===== src/rtl/key_display_pkg.sv =====
// Shared types and constants for key_event_display: mux FSM states and
// active-low seven-segment glyphs in {g,f,e,d,c,b,a} order.
package key_display_pkg;

  typedef enum logic [1:0] {
    StShowR,
    StBlankToL,
    StShowL,
    StBlankToR
  } mux_state_t;

  localparam logic [6:0] SEG_BLANK = 7'b1111111;

  // Packed so that HEX_GLYPHS[n] is the glyph for hex value n (entry 0 is rightmost).
  localparam logic [15:0][6:0] HEX_GLYPHS = {
    7'b0001110,  // F
    7'b0000110,  // E
    7'b0100001,  // d
    7'b1000110,  // C
    7'b0000011,  // b
    7'b0001000,  // A
    7'b0010000,  // 9
    7'b0000000,  // 8
    7'b1111000,  // 7
    7'b0000010,  // 6
    7'b0010010,  // 5
    7'b0011001,  // 4
    7'b0110000,  // 3
    7'b0100100,  // 2
    7'b1111001,  // 1
    7'b1000000   // 0
  };

endpackage


===== src/rtl/sevenseg_decoder.sv =====
// Combinational hex to active-low seven-segment decoder, {g,f,e,d,c,b,a}.
module sevenseg_decoder
  import key_display_pkg::*;
(
  input  logic [3:0] hex,
  output logic [6:0] seg
);

  assign seg = HEX_GLYPHS[hex];

endmodule


===== src/rtl/key_event_display.sv =====
// Key-event consumer: shifts digits into a two-digit history and multiplexes two
// common-anode displays with dead-time. Optional KEY_DISPLAY_BLANK_EN blanks unset digits.
module key_event_display
  import key_display_pkg::*;
#(
  parameter logic [23:0] MUX_DIVIDER  = 24'd48000,
  parameter logic [7:0]  BLANK_CYCLES = 8'd48
) (
  input  logic       clk,
  input  logic       reset,
  input  logic       valid_key,
  input  logic [3:0] digit,
  output logic [6:0] seg,
  output logic       an_left,
  output logic       an_right
);

  mux_state_t  state_q;
  logic [23:0] count_q;
  logic [23:0] limit;
  logic        valid_q;
  logic [3:0]  left_q;
  logic [3:0]  right_q;
  logic        key_event;
  logic [3:0]  sel_digit;
  logic [6:0]  glyph;
  logic        sel_vld;

  assign key_event = valid_key & ~valid_q;

`ifdef KEY_DISPLAY_BLANK_EN
  logic left_vld_q;
  logic right_vld_q;

  always_ff @(posedge clk or negedge reset) begin
    if (!reset) begin
      left_vld_q  <= 1'b0;
      right_vld_q <= 1'b0;
    end else if (key_event) begin
      left_vld_q  <= right_vld_q;
      right_vld_q <= 1'b1;
    end
  end

  assign sel_vld = (state_q == StShowL) ? left_vld_q : right_vld_q;
`else
  assign sel_vld = 1'b1;
`endif

  always_ff @(posedge clk or negedge reset) begin
    if (!reset) begin
      valid_q <= 1'b0;
      left_q  <= 4'h0;
      right_q <= 4'h0;
    end else begin
      valid_q <= valid_key;
      if (key_event) begin
        left_q  <= right_q;
        right_q <= digit;
      end
    end
  end

  always_comb begin
    limit = MUX_DIVIDER;
    if (state_q == StBlankToL || state_q == StBlankToR) begin
      limit = {16'd0, BLANK_CYCLES};
    end
  end

  // Counter restarts from zero on every phase change.
  always_ff @(posedge clk or negedge reset) begin
    if (!reset) begin
      state_q <= StShowR;
      count_q <= 24'd0;
    end else if (count_q == limit - 24'd1) begin
      count_q <= 24'd0;
      unique case (state_q)
        StShowR:    state_q <= StBlankToL;
        StBlankToL: state_q <= StShowL;
        StShowL:    state_q <= StBlankToR;
        StBlankToR: state_q <= StShowR;
        default:    state_q <= StShowR;
      endcase
    end else begin
      count_q <= count_q + 24'd1;
    end
  end

  assign an_right  = (state_q == StShowR);
  assign an_left   = (state_q == StShowL);
  assign sel_digit = an_left ? left_q : right_q;

  sevenseg_decoder u_decoder (
    .hex (sel_digit),
    .seg (glyph)
  );

  always_comb begin
    seg = SEG_BLANK;
    if ((an_left || an_right) && sel_vld) begin
      seg = glyph;
    end
  end

endmodule


===== config.mk =====
export PLATFORM = sky130hd
export DESIGN_NAME = key_event_display
export DESIGN_NICKNAME = d
export VERILOG_FILES = /design/src/rtl/key_display_pkg.sv /design/src/rtl/sevenseg_decoder.sv /design/src/rtl/key_event_display.sv
export SDC_FILE = /design/constraint.sdc
export NUM_CORES = 1
export LEC_CHECK = 0
export CORE_UTILIZATION = 35
export CTS_CLUSTER_SIZE = 40
export DETAILED_ROUTE_END_ITERATION = 12
export PLACE_DENSITY = 0.64
export RECOVER_POWER = 50
export SLEW_MARGIN = 20
export SYNTH_ARGS = -nofsm -noshare
export SYNTH_HDL_FRONTEND = slang
export SYNTH_SLANG_ARGS = --single-unit

===== constraint.sdc =====
create_clock -name clk -period 2.8 [get_ports clk]
set_input_delay 0.7 -clock clk [delete_from_list [all_inputs] [get_ports clk]]
set_output_delay 0.7 -clock clk [all_outputs]
set_load 0.02 [all_outputs]

Yosys cells after proc, flatten, opt, wreduce, memory -nomap -nowiden:

Memory sizes are Yosys's and may differ from the RTL's.
Cells that the tools add are included.

* register bits: 35
* bits in latches: 0
* memory bits (writable): 0
* bits in read-only memories: 112
* input port bits: 7
* output and inout bits: 9
* word-level logic and storage cells: 24
* memories: 1

* add/sub/neg operators: 2
* multipliers: 0
* div/mod/pow operators: 0
* $lt $le $gt $ge: 1
* equal/unequal tests: 4
* shifts and indexed selects: 0
* mux-type cells: 6
* bitwise logic cells: 2
* reduce and logical (&&, ||, !) cells: 3

Memory list
* (name not given): words 16, bits a word 7, read ports 1, clocked after Yosys merged registers in 0, wr ports 0, line sevenseg_decoder.sv:9 `assign seg = HEX_GLYPHS[hex];`

Operators with widths (count)
* 24-bit by 1-bit adder with 24-bit output, second input constant: 1
* 24-bit == test: 1
* 24-bit 2-to-1 mux: 1
* 24-bit by 1-bit subtractor with 24-bit output, second input constant: 1
* 16-bit 2-to-1 mux: 1
* 7-bit 2-to-1 mux: 2
* 2-bit case mux with 4 select lines: 1
* 4-bit by 5-bit less-than comparator with 1-bit output, second input constant: 1
* 2-bit == test, second input constant: 2
* 4-bit 2-to-1 mux: 1
* 2-bit by 1-bit == test with 1-bit output, second input constant: 1
* 2-bit logical NOT: 1
* 1-bit logical OR: 2
* 1-bit bitwise AND: 1
* 1-bit NOT: 1

Longest topological paths before layout:

Gate-level depths: netlist of run 1.

* depth after elaboration: 6
* gate-level depth with buffers: 9
* gate-level depth less buffers: 8

Hierarchy:

Synthesis of run 1 repeated with hierarchy kept, for this count alone.

* cells, all modules: 206
* area, all modules: 1983.2 sq um

By module, submodules not included
* key_event_display: times used 1, cells an instance 174, area each 1707.9 sq um, seq. area each 875.8 sq um
* sevenseg_decoder: times used 1, cells an instance 32, area each 275.3 sq um, seq. area each 0.0 sq um

Worst setup path before layout of run 1:

Ideal clock, no wire load.

* path kind: flip-flop to output port
* start: register state_q[0]
* end: output port seg[2]
* data arrival time: 2600 ps
* data required time: 2100 ps
* path slack: -500 ps
* stages on the path, launching flop included: 7
* buffers on the path: 1
* cell sequence: dfrtp_1 > inv_1 > ha_1 > clkbuf_1 > mux2_2 > ha_1 > o311ai_0

* longest elaborated chain between the ends: 5
* elaborated cells on any way between the ends: 7
* those cells by class: 1 x eq/ne; 3 x mux; 2 x reduce/logical; 1 x memory

RTL lines
* start: declaration: line key_event_display.sv:18 `mux_state_t state_q;`
* start signal: assignment: line key_event_display.sv:74 `state_q <= StShowR;`
* start signal: assignment: line key_event_display.sv:79 `StShowR: state_q <= StBlankToL;`
* start signal: assignment: line key_event_display.sv:80 `StBlankToL: state_q <= StShowL;`
* 2-bit == test (*): line key_event_display.sv:91 `assign an_left = (state_q == StShowL);`
* net an_left: line key_event_display.sv:14 `output logic an_left,`
* 4-bit 2-to-1 mux: line key_event_display.sv:92 `assign sel_digit = an_left ? left_q : right_q;`
* memory 16 x 7 bit
* 7-bit 2-to-1 mux (implied by the code): line sevenseg_decoder.sv:9
* 7-bit 2-to-1 mux (*): line key_event_display.sv:101 `if ((an_left || an_right) && sel_vld) begin`
* end: declaration: line key_event_display.sv:13 `output logic [6:0] seg,`

The timed path passes the listed nets; every way through them passes the cells marked *. The select of a mux whose other input is x is not followed.

Final worst setup path of run 1:

* start: register state_q[0]
* end: output port seg[0]

* longest elaborated chain between the ends: 5
* elaborated cells on any way between the ends: 7
* those cells by class: 1 x eq/ne; 3 x mux; 2 x reduce/logical; 1 x memory

RTL lines (line)
* 2-bit == test: key_event_display.sv:91
* 4-bit 2-to-1 mux: key_event_display.sv:92
* memory 16 x 7 bit
* 7-bit 2-to-1 mux (implied by the code): sevenseg_decoder.sv:9
* 7-bit 2-to-1 mux (*): key_event_display.sv:101

Mark *: on every way between the ends. The rest lies on a longest branch, timed or not. The select of a mux whose other input is x is not followed.

==> flow_summary.json, run 1 <==
{
  "synth_ff_type": "dfrtp_1",
  "r2r_start": "count_q[8]",
  "clk_path_buf_depth": 2,
  "critical_path.top_delay_family": "simple AND/OR/NAND/NOR gates",
  "startpoint": "state_q[0]",
  "hold_path_depth": 2,
  "p_int_uw": 827,
  "power_frac_seq": 0.462,
  "p_comb_frac": 0.232,
  "antenna_cells": 0,
  "syn-cell-area_um2": 2000,
  "power.density_nw_per_um2": 451,
  "drtAntennaViolNets": 0,
  "fp.dieH_um": 77.6,
  "fillers": 516,
  "numPortBuffers": 15,
  "gp_congestion": 0.854,
  "dp_hpwl_mm": 2.92,
  "end_kind": "output pin",
  "place_ws_ns": -0.229,
  "synth_top_area_frac": 0.438,
  "setup_viol": 0,
  "num_rows": 27,
  "yosys_warnings": 0,
  "cts-root-buf": "clkbuf_8",
  "hold_class": "reg2reg",
  "power.clock.fraction": 0.306,
  "synth_cells": 210,
  "outcome": "completed",
  "power.switching_uw": 336,
  "tritoncts": "yes",
  "placed_cells": 306,
  "swShare": 0.289,
  "via_count": 1586,
  "irDropWorstVdd_mv": 0.226,
  "path_depth": 9,
  "grt_max_degree": 36,
  "max_freq_mhz": 358,
  "finClkSkew_ns": 0.00627,
  "synth_nets": 228,
  "fin_tns_setup_ns": 0,
  "drv_cap": 0,
  "final_nets": 263,
  "relSlewSlack": 0.419,
  "worstHoldStart": "left_q[0]",
  "layout_min_cycle_time_ns": 2.80,
  "ys_top_cells_by_count": "dfrtp_1 (35), nand2_1 (35), nand3_1 (14), nor2_1 (14), xor2_1 (14)",
  "initial_core_util": 0.363,
  "post_drt_wl_per_cell_um": 13.2,
  "route.detailed.drc": 0,
  "routed_wl_mm": 4.20,
  "grtUsageTotal": 0.155,
  "seq_area_frac_synth": 0.438,
  "worstPathCellList": "inv_2, ha_4, mux2i_4, inv_2, ha_4, or3_4, o221ai_2, nand2_2, buf_6",
  "grt_setup_unrepaired": "true",
  "start_kind": "flop",
  "overflow": 0,
  "maxSlewViolCount": 0,
  "synth_largest_area_cell": "dfrtp_1",
  "worstMarginPinSlew_ns": 0.871,
  "ys_types": 36,
  "vias_per_cell": 4.99,
  "clk_latency_ns": 0.28,
  "critical_path_buf_inv_count": 3,
  "syn-mean-instance-area_um2": 9.52,
  "finalHoldViolCount": 0,
  "dr.pass1.iters": 4,
  "synth.area.top_cells": "dfrtp_1 (44%), ha_1 (6.9%), nand2_1 (6.6%)",
  "synth-seq-cells": 35,
  "crit_path_max_incr_delay_ns": 0.39,
  "cts.sinks": 35,
  "fin_crit_sh": 0.999,
  "r2r_cells": 5,
  "layout-drive-gt1-share": 0.248,
  "coreArea_um2": 5510,
  "grt_pass1_vias": 1618,
  "h-tree-depth": 2,
  "path_max_fanout": 4,
  "p_leak_nw": 1.14,
  "drtIter0Drc": 138,
  "async_reset_ff_frac": 1.00,
  "cp_data_required_time_ns": 2.10,
  "die_area_um2": 6020,
  "synth_enable_flop_cells": 0,
  "antenna_found_initial": 0,
  "worstSetupPathType": "reg2out",
  "setup_ws_ns": 0.00309,
  "ioPinCount": 16,
  "cp.arrival_ns": 2.10,
  "cts_buffers": 5,
  "syn2layout_area_growth_pct": 28.9,
  "die_w_um": 77.6,
  "layout.cells.non_filler": 318,
  "crit_path_top_delay_cell": "dfrtp_1",
  "path_clk_slew_ns": 0.07,
  "grt_pass1_wl_mm": 7.34
}
## worst paths after layout
| check | slack [ns] | to |
|---|---|---|
| max reg2reg | 0.57 | state_q[0] |
| max | 0.003 | seg[0] |
| max in group asynchronous | 1.19 | count_q[1] |
| min in group asynchronous | 1.06 | count_q[16] |
| min | 0.48 | left_q[0] |
| min reg2reg | 0.48 | left_q[0] |
## flip-flops by register name, indices dropped and copies added, names as in the netlist
signal / count
count_q: 24
left_q: 4
right_q: 4
state_q: 2
valid_q: 1
## power by group through the flow
stage          registers, mW  clock network (mW)  logic, mW
2_1_floorplan          0.543                   0      0.131
3_3_place_gp           0.547                   0      0.238
3_5_place_dp           0.547                   0      0.240
4_1_cts                0.537               0.370      0.230
5_1_grt                0.540               0.390      0.297
6_report               0.537               0.356      0.270
## logic make-up after synthesis
family	after synthesis	share of synthesized area
flops	35	0.438
xor+xnor	21	0.0920
fa+ha+maj	11	0.0689
compound gates	21	0.0801
simple gates	100	0.247
mux	9	0.0470
buf+inv	13	0.0263
## area by class of cell
cell class | count | area (µm²) | share of cell area
inverters | 4 | 15.0 | 0.00583
repair buffers | 37 | 318 | 0.123
well taps | 72 | 90.1 | 0.0350
flip-flops and latches | 35 | 876 | 0.340
clock buffers | 6 | 72.6 | 0.0282
multi-input cells | 162 | 1190 | 0.463
clock inverters | 2 | 12.5 | 0.00486
## tightest hold or removal path, stage by stage (launching register included)
cell and delay, ns:
dfrtp_1 0.35, nand2_1 0.05, nand2_1 0.05
## timing repair
| item | in CTS | in global routing |
|---|---|---|
| setup buffers | 3 | 1 |
| hold buffers | 0 | 0 |
| resized for setup | 32 | 24 |
| setup endpoints to repair | 7 | 7 |
| pin swaps | 0 | 7 |
## stage by stage
| stage | cell area (µm²) | hold slack, ns | power, mW | utilization |
|---|---|---|---|---|
| final | 2580 | 0.478 | 1.16 | 0.468 |
| after global routing | 2580 | 0.518 | 1.23 | 0.468 |
| after CTS | 2480 | 0.484 | 1.14 | 0.451 |
| after detailed placement | 2400 | 0.459 | 0.787 | 0.436 |
| after global placement | 2400 | 0.463 | 0.785 | 0.436 |
| after floorplan | 2060 | 0.404 | 0.675 | - |
## layout by cell type, fill, tap and decap left out, types with 2 or more instances in the layout
cell,n
o21ai_0,3
ha_4,4
clkdlybuf4s50_1,6
ha_2,2
clkbuf_8,5
nor2b_1,2
dlygate4sd3_1,2
and4_1,3
nand4_1,8
xnor2_1,7
and2_1,3
a31oi_1,2
nand3_1,14
buf_4,21
or3_1,3
buf_6,4
nand2_1,33
ha_1,5
mux2i_1,4
nor4_1,4
a21oi_1,4
dfrtp_1,35
o21ai_1,2
and3_1,2
xor2_1,14
nand2_2,2
nor2_1,14
o221ai_2,3
nor3_1,5
inv_2,3
buf_2,2
o211ai_1,2
## layer usage
metal / wire (µm) / up-vias / GRT usage
met1: 2040 / 749 / 0.203
met5: 0 / - / 0
li1: - / 802 / -
met4: 78 / 0 / 0.0604
met2: 1930 / 28 / 0.248
met3: 139 / 7 / 0.0329
Power figures use the tool's default switching activity.
==> inputs of run 2 (changes only) <==
CTS_CLUSTER_SIZE = not set   (was 40)
==> results of run 2 <==
Same layout as run 1: the final DEF is identical, and so are final timing and power.
==> inputs of run 3 (changes only) <==
SETUP_SLACK_MARGIN = 0.05   (was not set)
==> flow_summary.json, run 3 (synthesized netlist as in run 1, its figures left out) <==
{
  "outcome": "finished, violations left",
  "violations": "setup timing",
  "fin_crit_sh": 1.00,
  "largest_register_ffs": 24,
  "fillers": 516,
  "end_kind": "output pin",
  "grt_pass1_vias": 1527,
  "route.detailed.drc": 0,
  "final_nets": 263,
  "overflow": 0,
  "layout-drive-gt1-share": 0.244,
  "whs_ns": 0.476,
  "maxSlewViolCount": 0,
  "dp_hpwl_mm": 2.91,
  "cts-root-buf": "clkbuf_8",
  "start_kind": "flop",
  "power.density_nw_per_um2": 453,
  "p_leak_nw": 1.15,
  "tritoncts": "yes",
  "finalHoldViolCount": 0,
  "ioPinCount": 16,
  "layout_min_cycle_time_ns": 2.80,
  "coreArea_um2": 5510,
  "vias_per_cell": 5.03,
  "grt_pass1_wl_mm": 7.04,
  "grtUsageTotal": 0.149,
  "antenna_cells": 0,
  "routed.top_layer": "met4",
  "antenna_found_initial": 0,
  "largest_register": "count_q",
  "cts_buffers": 5,
  "clk_path_buf_depth": 2,
  "cp.arrival_ns": 2.10,
  "cp_data_required_time_ns": 2.10,
  "r2r_cells": 5,
  "finClkSkew_ns": 0.00573,
  "path_max_fanout": 5,
  "grt_max_degree": 36,
  "num_rows": 27,
  "path_clk_slew_ns": 0.07,
  "h-tree-depth": 2,
  "postCtsHoldBufs": 0,
  "die_w_um": 77.6,
  "setup_ws_ns": -0.00470,
  "max_freq_mhz": 357,
  "worstSetupPathType": "reg2out",
  "fin_tns_setup_ns": -0.00470,
  "cts.sinks": 35,
  "fp.dieH_um": 77.6,
  "irDropWorstVdd_mv": 0.183,
  "wl_met1_mm": 2.08,
  "drtAntennaViolNets": 0,
  "hold_class": "reg2reg",
  "numPortBuffers": 15,
  "largestRegisters": "count_q x24, left_q x4, right_q x4",
  "relSlewSlack": 0.427,
  "drv_cap": 0,
  "initial_core_util": 0.363,
  "via_count": 1601,
  "layout_common_cells": "dfrtp_1 (35), nand2_1 (34), buf_4 (18), xor2_1 (14), nor2_1 (14)",
  "wl_met2_mm": 1.89,
  "setup_viol": 1,
  "drtIter0Drc": 84,
  "clk_latency_ns": 0.29,
  "dr.pass1.iters": 4,
  "gp_congestion": 0.867,
  "die_area_um2": 6020,
  "hold_path_depth": 1,
  "route.met3.wl_um": 134,
  "worstMarginPinSlew_ns": 0.859,
  "layout_commonest_cell": "dfrtp_1",
  "routed_wl_mm": 4.19,
  "place_ws_ns": -0.176,
  "post_drt_wl_per_cell_um": 13.2,
  "grt_setup_unrepaired": "true",
  "syn2layout_area_growth_pct": 28.6
}
run 3: worst paths after layout:
path	from	end	slack, ns
worst max-delay path	state_q[0]	seg[0]	-0.005
worst min-delay path	count_q[23]	count_q[23]	0.48
worst max register to register	count_q[8]	state_q[0]	0.39
worst min register to register	count_q[23]	count_q[23]	0.48
max in group asynchronous	reset	state_q[0]	1.21
min in group asynchronous	reset	count_q[16]	1.05
run 3: timing repair:
| action | CTS | global route |
|---|---|---|
| gates cloned | 0 | 1 |
| setup endpoints to repair | 7 | 7 |
| resized for setup | 37 | 21 |
| buffers inserted | 0 | 1 |
| pin swaps | 1 | 6 |
run 3: critical path: stages, from the launching register on:
cell      delay (ns)
dfrtp_1         0.39
inv_2           0.08
ha_4            0.18
mux2_4          0.36
ha_4            0.18
or3_4           0.37
o221ai_2        0.07
nand2_2         0.07
buf_6           0.13
run 3: layout make-up:
class	count	area, µm²	share of cell area
clock buffer	6	72.6	0.0282
multi-input combinational	162	1200	0.465
timing repair buffer	37	308	0.120
inverter	4	15.0	0.00584
sequential	35	876	0.341
clock inverter	2	12.5	0.00487
tap	72	90.1	0.0351
run 3: metrics by stage:
stage,instances,cell area [µm²],util,power (mW)
2_1_floorplan,210,2060,-,0.675
3_3_place_gp,309,2410,0.438,0.789
5_1_grt,318,2570,0.467,1.21
4_1_cts,317,2480,0.451,1.14
3_5_place_dp,309,2410,0.438,0.791
6_report,318,2570,0.467,1.16
run 3: report_power, final:
group	leakage [nW]	internal, mW	switching (mW)
clock network	0.0412	0.174	0.184
logic	0.644	0.128	0.139
registers	0.461	0.523	0.0161
total	1.15	0.824	0.340
run 3: per-layer routing:
metal	vias to the layer above	GRT usage
li1	808	-
met1	760	0.201
met2	25	0.226
met3	8	0.0353
met4	0	0.0623
met5	-	0
